**config.mk**
```make
export PLATFORM = sky130hd
export DESIGN_NAME = router_pkt_rx_flat
export DESIGN_NICKNAME = d
export VERILOG_FILES = /design/src/rtl/router_pkg.sv /design/src/rtl/router_pkt_rx_if.sv /design/src/rtl/router_rx_timeout.sv /design/src/rtl/router_pkt_rx.sv /design/src/flat_wrapper.sv
export SDC_FILE = /design/constraint.sdc
export NUM_CORES = 1
export LEC_CHECK = 0
export ABC_AREA = 1
export CAP_MARGIN = 20
export CORE_ASPECT_RATIO = 1.4
export CORE_UTILIZATION = 45
export CTS_CLUSTER_DIAMETER = 100
export DETAILED_ROUTE_END_ITERATION = 6
export PLACE_DENSITY_LB_ADDON = 0.2
export REMOVE_ABC_BUFFERS = 1
export SYNTH_ARGS = -nofsm -noshare
export SYNTH_HDL_FRONTEND = slang
export SYNTH_SLANG_ARGS = --single-unit
export TNS_END_PERCENT = 100
```
**constraint.sdc**
```tcl
create_clock -name clock -period 4.2 [get_ports clock]
set_clock_uncertainty 0.15 [all_clocks]
set_input_delay 0.63 -clock clock [delete_from_list [all_inputs] [get_ports clock]]
set_output_delay 0.63 -clock clock [all_outputs]
set_load 0.1 [all_outputs]
```
**src/rtl/router_pkg.sv**
```systemverilog
// Shared constants and FSM encoding for the router output-port packet reader.
// Header byte layout: [HDR_LEN_MSB:HDR_LEN_LSB] payload length, [ADDR_W-1:0] destination.
package router_pkg;

  localparam int unsigned HDR_LEN_MSB = 7;
  localparam int unsigned HDR_LEN_LSB = 2;
  localparam int unsigned ADDR_W      = 2;
  localparam int unsigned MAX_PAYLOAD = 63;
  localparam int unsigned DEF_TIMEOUT = 30;
  localparam int unsigned LEN_W       = HDR_LEN_MSB - HDR_LEN_LSB + 1;

  typedef enum logic [1:0] {
    IDLE     = 2'd0,
    HDR_WAIT = 2'd1,
    BODY     = 2'd2
  } rx_state_t;

endpackage

```
**src/rtl/router_pkt_rx_if.sv**
```systemverilog
// FIFO-read / payload-sink / status bundle of one router output port.
//   valid_out, data_out : FIFO not-empty and registered read data
//   read_enb            : FIFO read strobe
//   sink_ready          : downstream accepts payload bytes
//   byte_valid/byte_data: payload stream
//   hdr_len, pkt_done, parity_err, addr_err, timeout_err, busy : packet status
// slave = packet reader, master = FIFO/sink side.
interface router_pkt_rx_if #(
  parameter int unsigned WIDTH = 8
);

  logic                         valid_out;
  logic [WIDTH-1:0]             data_out;
  logic                         read_enb;
  logic                         sink_ready;
  logic                         byte_valid;
  logic [WIDTH-1:0]             byte_data;
  logic [router_pkg::LEN_W-1:0] hdr_len;
  logic                         pkt_done;
  logic                         parity_err;
  logic                         addr_err;
  logic                         timeout_err;
  logic                         busy;

  modport slave (
    input  valid_out, data_out, sink_ready,
    output read_enb, byte_valid, byte_data, hdr_len,
           pkt_done, parity_err, addr_err, timeout_err, busy
  );

  modport master (
    output valid_out, data_out, sink_ready,
    input  read_enb, byte_valid, byte_data, hdr_len,
           pkt_done, parity_err, addr_err, timeout_err, busy
  );

endinterface

```
**src/rtl/router_rx_timeout.sv**
```systemverilog
// Loadable consecutive-cycle counter with an expire pulse.
//   clock, resetn : clock, async active-low reset
//   clr_i         : zero the count (highest priority)
//   load_i        : preset the count to load_val_i
//   en_i          : count one cycle
//   expire_c      : combinational, high on the enabled cycle that reaches LIMIT
module router_rx_timeout #(
  parameter int unsigned LIMIT = 30
) (
  input  logic                             clock,
  input  logic                             resetn,
  input  logic                             clr_i,
  input  logic                             load_i,
  input  logic [$clog2(LIMIT+1)-1:0]       load_val_i,
  input  logic                             en_i,
  output logic                             expire_c
);

  localparam int unsigned TW = $clog2(LIMIT + 1);

  logic [TW-1:0] count_q, count_d;

  // Count saturates at LIMIT so a held enable never wraps back to zero.
  always_comb begin
    count_d = count_q;
    if (clr_i) begin
      count_d = '0;
    end else if (load_i) begin
      count_d = load_val_i;
    end else if (en_i && (count_q != TW'(LIMIT))) begin
      count_d = count_q + TW'(1);
    end
  end

  assign expire_c = en_i && !clr_i && !load_i && (count_q == TW'(LIMIT - 1));

  always_ff @(posedge clock or negedge resetn) begin
    if (!resetn) begin
      count_q <= '0;
    end else begin
      count_q <= count_d;
    end
  end

endmodule

```
**src/rtl/router_pkt_rx.sv**
```systemverilog
// Destination-side packet reader for one router output port: drains the
// output FIFO, reassembles header/payload/parity, streams the payload and
// reports per-packet parity, address and timeout status.
//   clock, resetn : clock, async active-low reset
//   rx            : router_pkt_rx_if.slave (FIFO read, payload sink, status)
//   pkt_cnt, err_cnt : saturating statistics, present only with RX_PKT_STATS_EN
module router_pkt_rx
  import router_pkg::*;
#(
  parameter int unsigned        WIDTH     = 8,
  parameter logic [ADDR_W-1:0]  PORT_ADDR = 2'd0,
  parameter int unsigned        TIMEOUT   = DEF_TIMEOUT
`ifdef RX_PKT_STATS_EN
  , parameter int unsigned      CNT_W     = 16
`endif
) (
  input  logic               clock,
  input  logic               resetn,
  router_pkt_rx_if.slave     rx
`ifdef RX_PKT_STATS_EN
  , output logic [CNT_W-1:0] pkt_cnt
  , output logic [CNT_W-1:0] err_cnt
`endif
);

  localparam int unsigned IDX_W = $clog2(MAX_PAYLOAD + 2);

  localparam logic [1:0] S_IDLE     = IDLE;
  localparam logic [1:0] S_HDR_WAIT = HDR_WAIT;
  localparam logic [1:0] S_BODY     = BODY;

  logic [1:0]        state_q, state_d;
  logic              cap_q;
  logic              busy_q, busy_d;
  logic [LEN_W-1:0]  hdr_len_q, hdr_len_d;
  logic [ADDR_W-1:0] addr_q, addr_d;
  logic [WIDTH-1:0]  acc_q, acc_d;
  logic [IDX_W-1:0]  remaining_q, remaining_d;
  logic [IDX_W-1:0]  issued_q, issued_d;
  logic [IDX_W-1:0]  rx_idx_q, rx_idx_d;
  logic              byte_valid_q, byte_valid_d;
  logic [WIDTH-1:0]  byte_data_q, byte_data_d;
  logic              pkt_done_q, pkt_done_d;
  logic              parity_err_q, parity_err_d;
  logic              addr_err_q, addr_err_d;
  logic              timeout_err_q, timeout_err_d;

  logic read_enb_c;
  logic rd_issue_c;
  logic tmo_active_c;
  logic tmo_expire_c;

  // FIFO read strobe; gated by resetn so the port is quiet during reset.
  always_comb begin
    read_enb_c = 1'b0;
    case (state_q)
      S_IDLE: read_enb_c = rx.valid_out;
      S_BODY: read_enb_c = rx.valid_out & rx.sink_ready & (issued_q < remaining_q);
      default: read_enb_c = 1'b0;
    endcase
    read_enb_c = read_enb_c & resetn;
  end

  assign rd_issue_c   = read_enb_c & rx.valid_out;
  assign tmo_active_c = (state_q == S_HDR_WAIT) ||
                        ((state_q == S_BODY) && (issued_q < remaining_q));

  router_rx_timeout #(
    .LIMIT (TIMEOUT)
  ) u_timeout (
    .clock      (clock),
    .resetn     (resetn),
    .clr_i      (!tmo_active_c || rx.valid_out),
    .load_i     (1'b0),
    .load_val_i ('0),
    .en_i       (tmo_active_c && !rx.valid_out),
    .expire_c   (tmo_expire_c)
  );

  // Packet reassembly FSM and status generation.
  always_comb begin
    state_d       = state_q;
    busy_d        = busy_q;
    hdr_len_d     = hdr_len_q;
    addr_d        = addr_q;
    acc_d         = acc_q;
    remaining_d   = remaining_q;
    issued_d      = issued_q;
    rx_idx_d      = rx_idx_q;
    byte_valid_d  = 1'b0;
    byte_data_d   = byte_data_q;
    pkt_done_d    = 1'b0;
    parity_err_d  = parity_err_q;
    addr_err_d    = addr_err_q;
    timeout_err_d = timeout_err_q;

    case (state_q)
      S_IDLE: begin
        if (rd_issue_c) begin
          state_d = S_HDR_WAIT;
          busy_d  = 1'b1;
        end
      end

      S_HDR_WAIT: begin
        if (cap_q) begin
          hdr_len_d   = rx.data_out[HDR_LEN_MSB:HDR_LEN_LSB];
          addr_d      = rx.data_out[ADDR_W-1:0];
          acc_d       = rx.data_out;
          remaining_d = IDX_W'(rx.data_out[HDR_LEN_MSB:HDR_LEN_LSB]) + IDX_W'(1);
          issued_d    = '0;
          rx_idx_d    = '0;
          state_d     = S_BODY;
        end else if (tmo_expire_c) begin
          pkt_done_d    = 1'b1;
          parity_err_d  = 1'b0;
          addr_err_d    = 1'b0;
          timeout_err_d = 1'b1;
          busy_d        = 1'b0;
          state_d       = S_IDLE;
        end
      end

      S_BODY: begin
        if (rd_issue_c) begin
          issued_d = issued_q + IDX_W'(1);
        end
        if (cap_q) begin
          if (rx_idx_q < IDX_W'(hdr_len_q)) begin
            byte_valid_d = 1'b1;
            byte_data_d  = rx.data_out;
            acc_d        = acc_q ^ rx.data_out;
            rx_idx_d     = rx_idx_q + IDX_W'(1);
          end else begin
            // Last read of the packet is the parity byte.
            pkt_done_d    = 1'b1;
            parity_err_d  = (rx.data_out != acc_q);
            addr_err_d    = (addr_q != PORT_ADDR);
            timeout_err_d = 1'b0;
            busy_d        = 1'b0;
            state_d       = S_IDLE;
          end
        end else if (tmo_expire_c) begin
          pkt_done_d    = 1'b1;
          parity_err_d  = 1'b0;
          addr_err_d    = (addr_q != PORT_ADDR);
          timeout_err_d = 1'b1;
          busy_d        = 1'b0;
          state_d       = S_IDLE;
        end
      end

      default: state_d = S_IDLE;
    endcase
  end

  always_ff @(posedge clock or negedge resetn) begin
    if (!resetn) begin
      state_q       <= S_IDLE;
      cap_q         <= 1'b0;
      busy_q        <= 1'b0;
      hdr_len_q     <= '0;
      addr_q        <= '0;
      acc_q         <= '0;
      remaining_q   <= '0;
      issued_q      <= '0;
      rx_idx_q      <= '0;
      byte_valid_q  <= 1'b0;
      byte_data_q   <= '0;
      pkt_done_q    <= 1'b0;
      parity_err_q  <= 1'b0;
      addr_err_q    <= 1'b0;
      timeout_err_q <= 1'b0;
    end else begin
      state_q       <= state_d;
      cap_q         <= rd_issue_c;
      busy_q        <= busy_d;
      hdr_len_q     <= hdr_len_d;
      addr_q        <= addr_d;
      acc_q         <= acc_d;
      remaining_q   <= remaining_d;
      issued_q      <= issued_d;
      rx_idx_q      <= rx_idx_d;
      byte_valid_q  <= byte_valid_d;
      byte_data_q   <= byte_data_d;
      pkt_done_q    <= pkt_done_d;
      parity_err_q  <= parity_err_d;
      addr_err_q    <= addr_err_d;
      timeout_err_q <= timeout_err_d;
    end
  end

  assign rx.read_enb    = read_enb_c;
  assign rx.byte_valid  = byte_valid_q;
  assign rx.byte_data   = byte_data_q;
  assign rx.hdr_len     = hdr_len_q;
  assign rx.pkt_done    = pkt_done_q;
  assign rx.parity_err  = parity_err_q;
  assign rx.addr_err    = addr_err_q;
  assign rx.timeout_err = timeout_err_q;
  assign rx.busy        = busy_q;

`ifdef RX_PKT_STATS_EN
  logic [CNT_W-1:0] pkt_cnt_q, pkt_cnt_d;
  logic [CNT_W-1:0] err_cnt_q, err_cnt_d;

  // Saturating packet and error-packet counters.
  always_comb begin
    pkt_cnt_d = pkt_cnt_q;
    err_cnt_d = err_cnt_q;
    if (pkt_done_d) begin
      if (pkt_cnt_q != '1) begin
        pkt_cnt_d = pkt_cnt_q + CNT_W'(1);
      end
      if ((parity_err_d || addr_err_d || timeout_err_d) && (err_cnt_q != '1)) begin
        err_cnt_d = err_cnt_q + CNT_W'(1);
      end
    end
  end

  always_ff @(posedge clock or negedge resetn) begin
    if (!resetn) begin
      pkt_cnt_q <= '0;
      err_cnt_q <= '0;
    end else begin
      pkt_cnt_q <= pkt_cnt_d;
      err_cnt_q <= err_cnt_d;
    end
  end

  assign pkt_cnt = pkt_cnt_q;
  assign err_cnt = err_cnt_q;
`endif

endmodule

```
**src/flat_wrapper.sv**
```systemverilog
// flat-port wrapper written by rule: the top's interface ports become plain ports
module router_pkt_rx_flat import router_pkg::*;
#(
  parameter int unsigned        WIDTH     = 8,
  parameter logic [ADDR_W-1:0]  PORT_ADDR = 2'd0,
  parameter int unsigned        TIMEOUT   = DEF_TIMEOUT

)
  (clock, resetn, rx_valid_out, rx_data_out, rx_sink_ready, rx_read_enb, rx_byte_valid, rx_byte_data, rx_hdr_len, rx_pkt_done, rx_parity_err, rx_addr_err, rx_timeout_err, rx_busy);
  router_pkt_rx_if #(.WIDTH(WIDTH)) rx_i ();
  input  logic clock;
  input  logic resetn;
  input wire logic [$bits(rx_i.valid_out)-1:0] rx_valid_out;
  input wire logic [$bits(rx_i.data_out)-1:0] rx_data_out;
  input wire logic [$bits(rx_i.sink_ready)-1:0] rx_sink_ready;
  output wire logic [$bits(rx_i.read_enb)-1:0] rx_read_enb;
  output wire logic [$bits(rx_i.byte_valid)-1:0] rx_byte_valid;
  output wire logic [$bits(rx_i.byte_data)-1:0] rx_byte_data;
  output wire logic [$bits(rx_i.hdr_len)-1:0] rx_hdr_len;
  output wire logic [$bits(rx_i.pkt_done)-1:0] rx_pkt_done;
  output wire logic [$bits(rx_i.parity_err)-1:0] rx_parity_err;
  output wire logic [$bits(rx_i.addr_err)-1:0] rx_addr_err;
  output wire logic [$bits(rx_i.timeout_err)-1:0] rx_timeout_err;
  output wire logic [$bits(rx_i.busy)-1:0] rx_busy;
  assign rx_i.valid_out = rx_valid_out;
  assign rx_i.data_out = rx_data_out;
  assign rx_i.sink_ready = rx_sink_ready;
  assign rx_read_enb = rx_i.read_enb;
  assign rx_byte_valid = rx_i.byte_valid;
  assign rx_byte_data = rx_i.byte_data;
  assign rx_hdr_len = rx_i.hdr_len;
  assign rx_pkt_done = rx_i.pkt_done;
  assign rx_parity_err = rx_i.parity_err;
  assign rx_addr_err = rx_i.addr_err;
  assign rx_timeout_err = rx_i.timeout_err;
  assign rx_busy = rx_i.busy;
  router_pkt_rx #(.WIDTH(WIDTH), .PORT_ADDR(PORT_ADDR), .TIMEOUT(TIMEOUT)) u_core (.clock(clock), .resetn(resetn), .rx(rx_i));
endmodule
```
* After elaboration in Yosys (flattened, before gate mapping)
Cells that the tools add are included.
** Word-level totals
- Register bits :: 59
- Logic and storage cells :: 112
- Input port bits :: 12
- Output and inout bits :: 21
** Operators by class
- Add/sub/neg operators :: 4
- Bitwise logic cells :: 5
- Reductions and logical operators :: 23
- Multiplexer cells :: 48
- Order comparisons :: 2
- Equality and inequality tests :: 14
** Operators with widths (count)
- 2-to-1 mux 7 bit :: 4
- case mux 7 bit (2 select lines) :: 2
- 2-to-1 mux 1 bit :: 24
- 2-to-1 mux 8 bit :: 3
- case mux 8 bit (2 select lines) :: 1
- adder 7 x 1 -> 7 bit (second input constant) :: 2
- 2-to-1 mux 2 bit :: 5
- 2-to-1 mux 5 bit :: 2
- inequality test 2 x 1 -> 1 bit (second input constant) :: 5
- case mux 1 bit (2 select lines) :: 5
- AND reduction 3 bit :: 3
- inequality test 8 bit :: 1
- AND reduction 4 bit :: 2
- XOR 8 bit :: 1
- adder 6 x 1 -> 7 bit (second input constant) :: 1
- less-than comparator 7 x 6 -> 1 bit :: 1
- less-than comparator 7 bit :: 1
- case mux 2 bit (3 select lines) :: 1
- nonzero test 2 bit :: 3
- adder 5 x 1 -> 5 bit (second input constant) :: 1
- == test 5 bit (second input constant) :: 1
- logical AND 1 bit :: 5
- inequality test 5 bit (second input constant) :: 1
- AND reduction 5 bit :: 1
- other kinds (12) :: 20

* Depth between registers and ports, before layout
Gate-level depths: netlist (run 1).
- Depth after elaboration :: 11
- Gate-level depth with buffers :: 15
- Mapped depth without buffers :: 14

* Hierarchy
From an unflattened synthesis (run 1), not the netlist that was laid out.
** Second synthesis, totals
- Cells, all modules :: 444
- Area, all modules :: 3487.1 sq um
** By module, submodules not included
- router_pkt_rx :: cells each 387, instances 1, sequential area each 1351.3 sq um, area an instance 3088.0 sq um
- router_rx_timeout :: cells each 57, instances 1, sequential area each 125.1 sq um, area an instance 399.1 sq um

* Worst setup path before layout (run 1)
Ideal clock, no wire load.
- Path kind :: reg-to-output
- From :: register u_core.state_q[0]
- To :: output port rx_read_enb
- Data arrival time :: 1.836 ns
- Stages on the path, launching flop included :: 11
- Path slack :: 1.584 ns
- Cell sequence :: dfrtp_1 > inv_1 > ha_1 > inv_2 > nor2_1 > nand3_1 > nor2_2 > nand3_1 > nand2_1 > nand2_1 > inv_1
** On the way
- Cells in the longest elaborated chain, start to end :: 3
** RTL lines
- from (decl) :: line router_pkt_rx.sv:32 : logic [1:0] state_q, state_d;
- from (signal assigned) :: line router_pkt_rx.sv:175 : state_q <= state_d;
- == test 2 bit / logical NOT 2 bit (equally long branches) :: line router_pkt_rx.sv:56 : case (state_q)
- case mux 1 bit (2 select lines) * :: line router_pkt_rx.sv:56
- bitwise AND 1 bit * :: line router_pkt_rx.sv:61 : read_enb_c = read_enb_c & resetn;
- to (decl) :: line flat_wrapper.sv:16 : output wire logic [$bits(rx_i.read_enb)-1:0] rx_read_enb;
Mark *: on every way between the ends. The rest lies on a longest branch, timed or not.

* Worst setup path in the final report (run 1)
Same ends and word-level chain as after synthesis.

==> results of run 1 <==
## routing by layer
layer,part of all wire [%],track usage [%],vias up
met5,0,0,-
met4,1.3,7.84,0
met3,2.3,4.04,6
met2,49,34.0,28
met1,47,27.3,1205
li1,-,-,1309
## metrics by stage
step,power (mW),hold WS (ns)
4_1_cts,2.83,0.340
2_1_floorplan,1.95,0.184
6_report,2.80,0.325
3_5_place_dp,2.29,0.321
3_3_place_gp,2.27,0.318
5_1_grt,2.99,0.352
## area by class of cell
class                      instances  share of cell area [%]
sequential                        59                    38.7
tap                               95                    3.12
multi-input combinational        270                    39.5
clock buffer                      13                    4.17
timing repair buffer              34                    8.60
inverter                          51                    5.02
clock inverter                     2                   0.919
## sequential cells by signal, indices dropped and copies added (netlist names), 2 cells and up
name	cells
u_core.acc_q	8
u_core.rx.byte_data	8
u_core.issued_q	7
u_core.remaining_q	7
u_core.rx_idx_q	7
u_core.rx.hdr_len	6
u_core.u_timeout.count_q	5
u_core.addr_q	2
u_core.state_q	2
## path summary, 6_finish.rpt
path,slack (ns),end,start,cells after the start
worst min register to register,0.33,u_core.addr_q[0],u_core.addr_q[0],2
worst max register to register,1.81,u_core.rx.parity_err,u_core.state_q[1],8
worst max-delay path,1.26,rx_read_enb,u_core.state_q[0],12
worst min-delay path,0.32,u_core.u_timeout.count_q[4],resetn,2
min in group clock,0.33,u_core.addr_q[0],u_core.addr_q[0],2
max in group asynchronous,3.05,u_core.issued_q[6],resetn,2
## cells by family (layout without fill, tap and decap cells)
kind of cell / count (synthesis) / after routing / share of synthesized area [%]
simple gates: 172 / 172 / 22.3
compound gates: 53 / 53 / 9.88
xor+xnor: 24 / 24 / 6.56
fa+ha+maj: 21 / 21 / 8.20
buf+inv: 57 / 100 / 6.99
flops: 59 / 59 / 46.1
## where the power goes
group          switching (mW)  total, mW  leakage, nW  internal, mW
logic                    1.04       1.41         1.03         0.371
clock network           0.217      0.520       0.0995         0.303
registers               0.116      0.865        0.739         0.748
total                    1.38       2.80         1.87          1.42
## placed cells by master (no fill, tap or decap), drive strengths merged
cell type        n
a21boi           1
a21oi            4
a22o             1
a31oi            1
and3             2
buf              4
bufinv           1
clkbuf          13
clkdlybuf4s50   30
clkinv           1
dfrtp           59
ha              21
inv             51
nand2          101
nand3           23
nand4            3
nor2            34
nor3             5
nor4             2
o21ai           38
o22ai            2
o31ai            6
or2              2
xnor2           11
xor2            13
==> summary.txt, run 1 <==
Result of the run -> finished, final reports clean
Antenna violations before repair -> 0
Mean instance size in the synthesized netlist -> 8.30 sq um
Leak -> 1.87 nW
Number of buffer and inverter instances along the worst setup path -> 5
Most instantiated library cell after synthesis -> sky130_fd_sc_hd__nand2_1
WP data required -> 3.42 ns
Number of buffers created by CTS -> 9
Multi-input gate area -> 1510 sq um
Endpoint class of the critical path -> output port
Synthesized cell area -> 3210 sq um
Wire length of the first global-routing pass -> 11800 um
Die boundary height -> 102 um
Ratio of final minimum period to clock period -> 70.1%
Post-route worst setup slack -> 1.26 ns
Count of input and output buffers -> 32
Final HPWL from detailed placement -> 4830 um
Number of filler instances in the final layout -> 683
Number of instances in the synthesized netlist -> 386
Crit path arrival time -> 2.16 ns
Antenna cells -> 0
Headroom to the max-slew limit -> 34.6%
Routed WL per cell -> 13.0 um
Initial core utilization -> 46.2%
Post-cts resize count -> 0
Total power divided by cell area -> 734 nW/um^2
Die ar. -> 7470 sq um
Count of hold-fix buffers inserted at cts -> 0
Top cells by instance count after synthesis -> sky130_fd_sc_hd__nand2_1 (99), sky130_fd_sc_hd__dfrtp_1 (59), sky130_fd_sc_hd__inv_1 (50)
Setup Slack @ Placement -> 1.61 ns
Cell type with the highest aggregate area in the netlist -> sky130_fd_sc_hd__dfrtp_1
Core Footprint -> 6940 sq um
Post-CTS Repair Setup Buffers -> 0
Number of core rows -> 36
Total iterations of the first detailed-routing run -> 4
H-tree lvl count -> 3
Count of clock tree sinks -> 59
Area used by sequential logic in the layout -> 1480 sq um
Post-synth EDFFs -> 0
Post-route DRC -> 0
Count of distinct cell types in the synthesized netlist -> 28
Vias in the first global route -> 2513
Type of the worst min-delay path -> in -> async
I/O pin count -> 33
Final net count -> 458
Flip-flop and latch count after synthesis -> 59
Util after Layout -> 55.0%
Largest buffer count on any clock path -> 2
Post-CTS clock slew at the launch and capture registers of the worst setup and hold paths -> 0.07 ns
Sequential cell area fraction in the yosys report -> 46.1%
Share of flip-flops with an asynchronous set or reset after synthesis -> 100%
Remaining Overflow, GRT -> 0
Source-to-sink clock delay at the later pin of the worst-skew pair -> 0.33 ns
Final GP Congestion -> 0.852
Max-Cap Viols -> 0
Critical path peak fanout -> 15
Setup repair after global routing missed its margin -> false
Library cell contributing the largest single delay on the critical path -> sky130_fd_sc_hd__dfrtp_1
Instance count after placement with tap cells included -> 509
Dpl cell area -> 3620 sq um
Post-Layout Cell Count -> 524
Starting DRT DRC Count -> 84
Fin. max-slew vios -> 0
Family with the most delay on the worst path -> buffers and inverters
Shortest period the worst path allows -> 2.94 ns
Cell-by-cell trace of the critical path -> inv_1 > ha_1 > buf_4 > inv_2 > nor2_1 > nand3_1 > nor2_2 > nand3_1 > nand2_1 > nand2_1 > inv_1 > buf_4
Top cell type's share of synthesized area -> 46.1%
Number of failing setup endpoints in the final timing report -> 0
Pin count of the biggest net entering global routing -> 60
TritonCTS clock tree -> built
Startpoint type of the worst setup path -> register
Share of post-route cells with drive strength above 1 -> 7.23%
WL final -> 6830 um
Layout area overhead -> 19.0%
Via density per instance -> 4.86
Top post-synthesis cells by area -> sky130_fd_sc_hd__dfrtp_1 (46%), sky130_fd_sc_hd__nand2_1 (12%), sky130_fd_sc_hd__ha_1 (8.2%), sky130_fd_sc_hd__inv_1 (5.9%), sky130_fd_sc_hd__o21ai_0 (4.8%)
Number of warnings printed during yosys synthesis -> 0
Layout Cell Area excl Fill -> 3810 sq um
Main flop type after synthesis -> sky130_fd_sc_hd__dfrtp_1
Critical path's largest stage delay -> 0.42 ns
Max Freq -> 0.340 GHz
Total GRT Usage -> 20.8%
VDD IR-drop max -> 0.000584 V
Detailed-route via count -> 2548
Worst-margin pin slew -> 0.978 ns
Clk root buf -> sky130_fd_sc_hd__clkbuf_8
Sum of negative setup slack -> 0 ns
DIE WIDTH -> 73.3 um
Final hold violation count -> 0
Post-detailed-route count of antenna-violating nets -> 0
Critical path class -> reg -> out
(Power assumes the default switching activity.)
==> inputs of run 2 (changes only) <==
==> constraint.sdc (replaced) <==
create_clock -name clock -period 2.5 [get_ports clock]
set_clock_uncertainty 0.15 [all_clocks]
set_input_delay 0.375 -clock clock [delete_from_list [all_inputs] [get_ports clock]]
set_output_delay 0.375 -clock clock [all_outputs]
set_load 0.1 [all_outputs]
==> run 2 against run 1 <==
Effect of this change: setup slack got worse by 1.1 ns; clock power rose by 69%; routed wire length rose by 1.9%; first-iteration DRC count rose by 42%; flip-flop and latch count did not move; critical path depth fell by 3; die area did not move; register-to-register slack got worse by 1.4 ns; sequential power rose by 70%.
==> summary.txt, run 2 (same netlist as run 1, synthesis figures left out) <==
Die ar. -> 7470 sq um
Crit path arrival time -> 1.85 ns
Leak -> 1.90 nW
Pin count of the biggest net entering global routing -> 60
Final hold violation count -> 0
Logic depth of the worst setup path including buffers -> 9
Family with the most delay on the worst path -> simple AND/OR/NAND/NOR gates
Number of core rows -> 36
Vias in the first global route -> 2519
Starting DRT DRC Count -> 119
Via density per instance -> 4.91
Type of the worst min-delay path -> in -> async
DIE WIDTH -> 73.3 um
FF-to-FF path depth -> 11
Total GRT Usage -> 20.8%
Number of failing setup endpoints in the final timing report -> 0
Critical path's largest stage delay -> 0.41 ns
Multi-input gate area -> 1510 sq um
Antenna violations before repair -> 0
R2R Path End -> u_core.remaining_q[5]
Number of buffers created by CTS -> 9
Final GP Congestion -> 0.868
Routed WL per cell -> 13.1 um
CP dominant cell by count -> sky130_fd_sc_hd__nand3_1
Detailed-route via count -> 2599
Post-detailed-route count of antenna-violating nets -> 0
Reg2Reg Setup Slack -> 0.37 ns
H-tree lvl count -> 3
Total power divided by cell area -> 1240 nW/um^2
Critical path peak fanout -> 4
Setup Slack @ Placement -> 0.365 ns
Worst-margin pin slew -> 0.754 ns
Post-route worst setup slack -> 0.124 ns
Layer with the highest usage -> met2
Met2 usage in global routing -> 34.5%
Clk root buf -> sky130_fd_sc_hd__clkbuf_8
WP data required -> 1.98 ns
Total iterations of the first detailed-routing run -> 4
Post-CTS clock slew at the launch and capture registers of the worst setup and hold paths -> 0.06 ns
Share of post-route cells with drive strength above 1 -> 14.1%
Area used by sequential logic in the layout -> 1480 sq um
Count of input and output buffers -> 32
Shortest period the worst path allows -> 2.38 ns
Antenna cells -> 0
Number of buffer and inverter instances along the worst setup path -> 2
TritonCTS clock tree -> built
GR met3 Demand/Resource -> 4.04%
Overall power after layout -> 4.72 mW
Reg-to-reg critical path startpoint -> u_core.state_q[1]
Layout area overhead -> 19.2%
Largest buffer count on any clock path -> 2
Source-to-sink clock delay at the later pin of the worst-skew pair -> 0.34 ns
Startpoint type of the worst setup path -> register
Number of filler instances in the final layout -> 683
Highest-count cells in the layout ignoring fill and taps -> sky130_fd_sc_hd__nand2_1 (98), sky130_fd_sc_hd__dfrtp_1 (58), sky130_fd_sc_hd__inv_1 (48)
Post-Layout Cell Count -> 529
Core Footprint -> 6940 sq um
Result of the run -> finished, final reports clean
Final HPWL from detailed placement -> 5080 um
Final net count -> 463
Ratio of final minimum period to clock period -> 95.1%
Layout Cell Area excl Fill -> 3820 sq um
Post-route DRC -> 0
Critical path class -> reg -> out
Die boundary height -> 102 um
Met1 Usage GRT -> 26.6%
Remaining Overflow, GRT -> 0
Most common cell after layout, fill and taps aside -> sky130_fd_sc_hd__nand2_1
Library cell contributing the largest single delay on the critical path -> sky130_fd_sc_hd__dfrtp_1
I/O pin count -> 33
Sum of negative setup slack -> 0 ns
Cell-by-cell trace of the critical path -> ha_1 > nand3_1 > nor2_1 > nor2_2 > nand3_1 > nand2_1 > nand2_2 > inv_2 > buf_12
Headroom to the max-slew limit -> 49.7%
Count of clock tree sinks -> 59
Dpl cell area -> 3610 sq um
Endpoint class of the critical path -> output port
Wire length of the first global-routing pass -> 11700 um
Max Freq -> 0.421 GHz
Fin. max-slew vios -> 0
WL final -> 6960 um
VDD IR-drop max -> 0.000720 V
Instance count after placement with tap cells included -> 513
Initial core utilization -> 46.2%
Max-Cap Viols -> 0
==> run 2: cell types whose count changed in the layout (fill, tap and decap cells not counted), sizes merged <==
cell	delta
clkdlybuf4s50	-20
buf	+25
==> run 2: report_power, final <==
group	internal (mW)	total, mW	switching (mW)
Combinational	0.606	2.38	1.77
Sequential	1.26	1.47	0.208
Clock	0.509	0.877	0.368
==> run 2: cell type report <==
| type | instances | area share [%] |
|---|---|---|
| timing repair buffer | 39 | 8.58 |
| inverter | 51 | 5.01 |
| multi-input combinational | 270 | 39.5 |
| sequential | 59 | 38.7 |
| tap | 95 | 3.11 |
| clock buffer | 13 | 4.16 |
| clock inverter | 2 | 0.917 |
==> run 2: routing by layer <==
layer / wire length (um) / vias to the layer above
li1: - / 1319
met1: 3110 / 1221
met2: 3510 / 50
met3: 220 / 9
met4: 113 / 0
met5: 0 / -
==> run 2: worst max path at each step <==
| stage | end | slack (ns) | startpoint |
|---|---|---|---|
| after floorplan | u_core.rx.busy | -0.15 | u_core.rx.hdr_len[5] |
| after global placement | u_core.acc_q[2] | 0.40 | u_core.rx_idx_q[2] |
| after detailed placement | u_core.acc_q[2] | 0.37 | u_core.rx_idx_q[2] |
| after CTS | rx_read_enb | 0.01 | u_core.state_q[0] |
| after global routing | rx_read_enb | -0.007 | u_core.state_q[0] |
| final | rx_read_enb | 0.12 | u_core.issued_q[6] |
==> run 2: per-stage QoR <==
step / util [%] / hold WS [ns]
CTS: 54.9 / 0.0888
global route: 55.1 / 0.135
finish: 55.1 / 0.0650
global placement: 52.1 / 0.315
detailed placement: 52.1 / 0.319
floorplan: - / -0.0706
==> run 2: worst reg2reg max path, delay by kind of cell (launching register included) <==
| family | cells | cell delay (ns) |
|---|---|---|
| simple gates | 6 | 0.87 |
| flops | 1 | 0.44 |
| compound gates | 1 | 0.07 |
| buf+inv | 3 | 0.27 |
| fa+ha+maj | 1 | 0.21 |
==> run 2: what timing repair did <==
action | in CTS | in global routing
endpoints found under the setup margin | 0 | 1
hold buffers | 0 | 0
buffers inserted | 0 | 1
resized for setup | 0 | 5
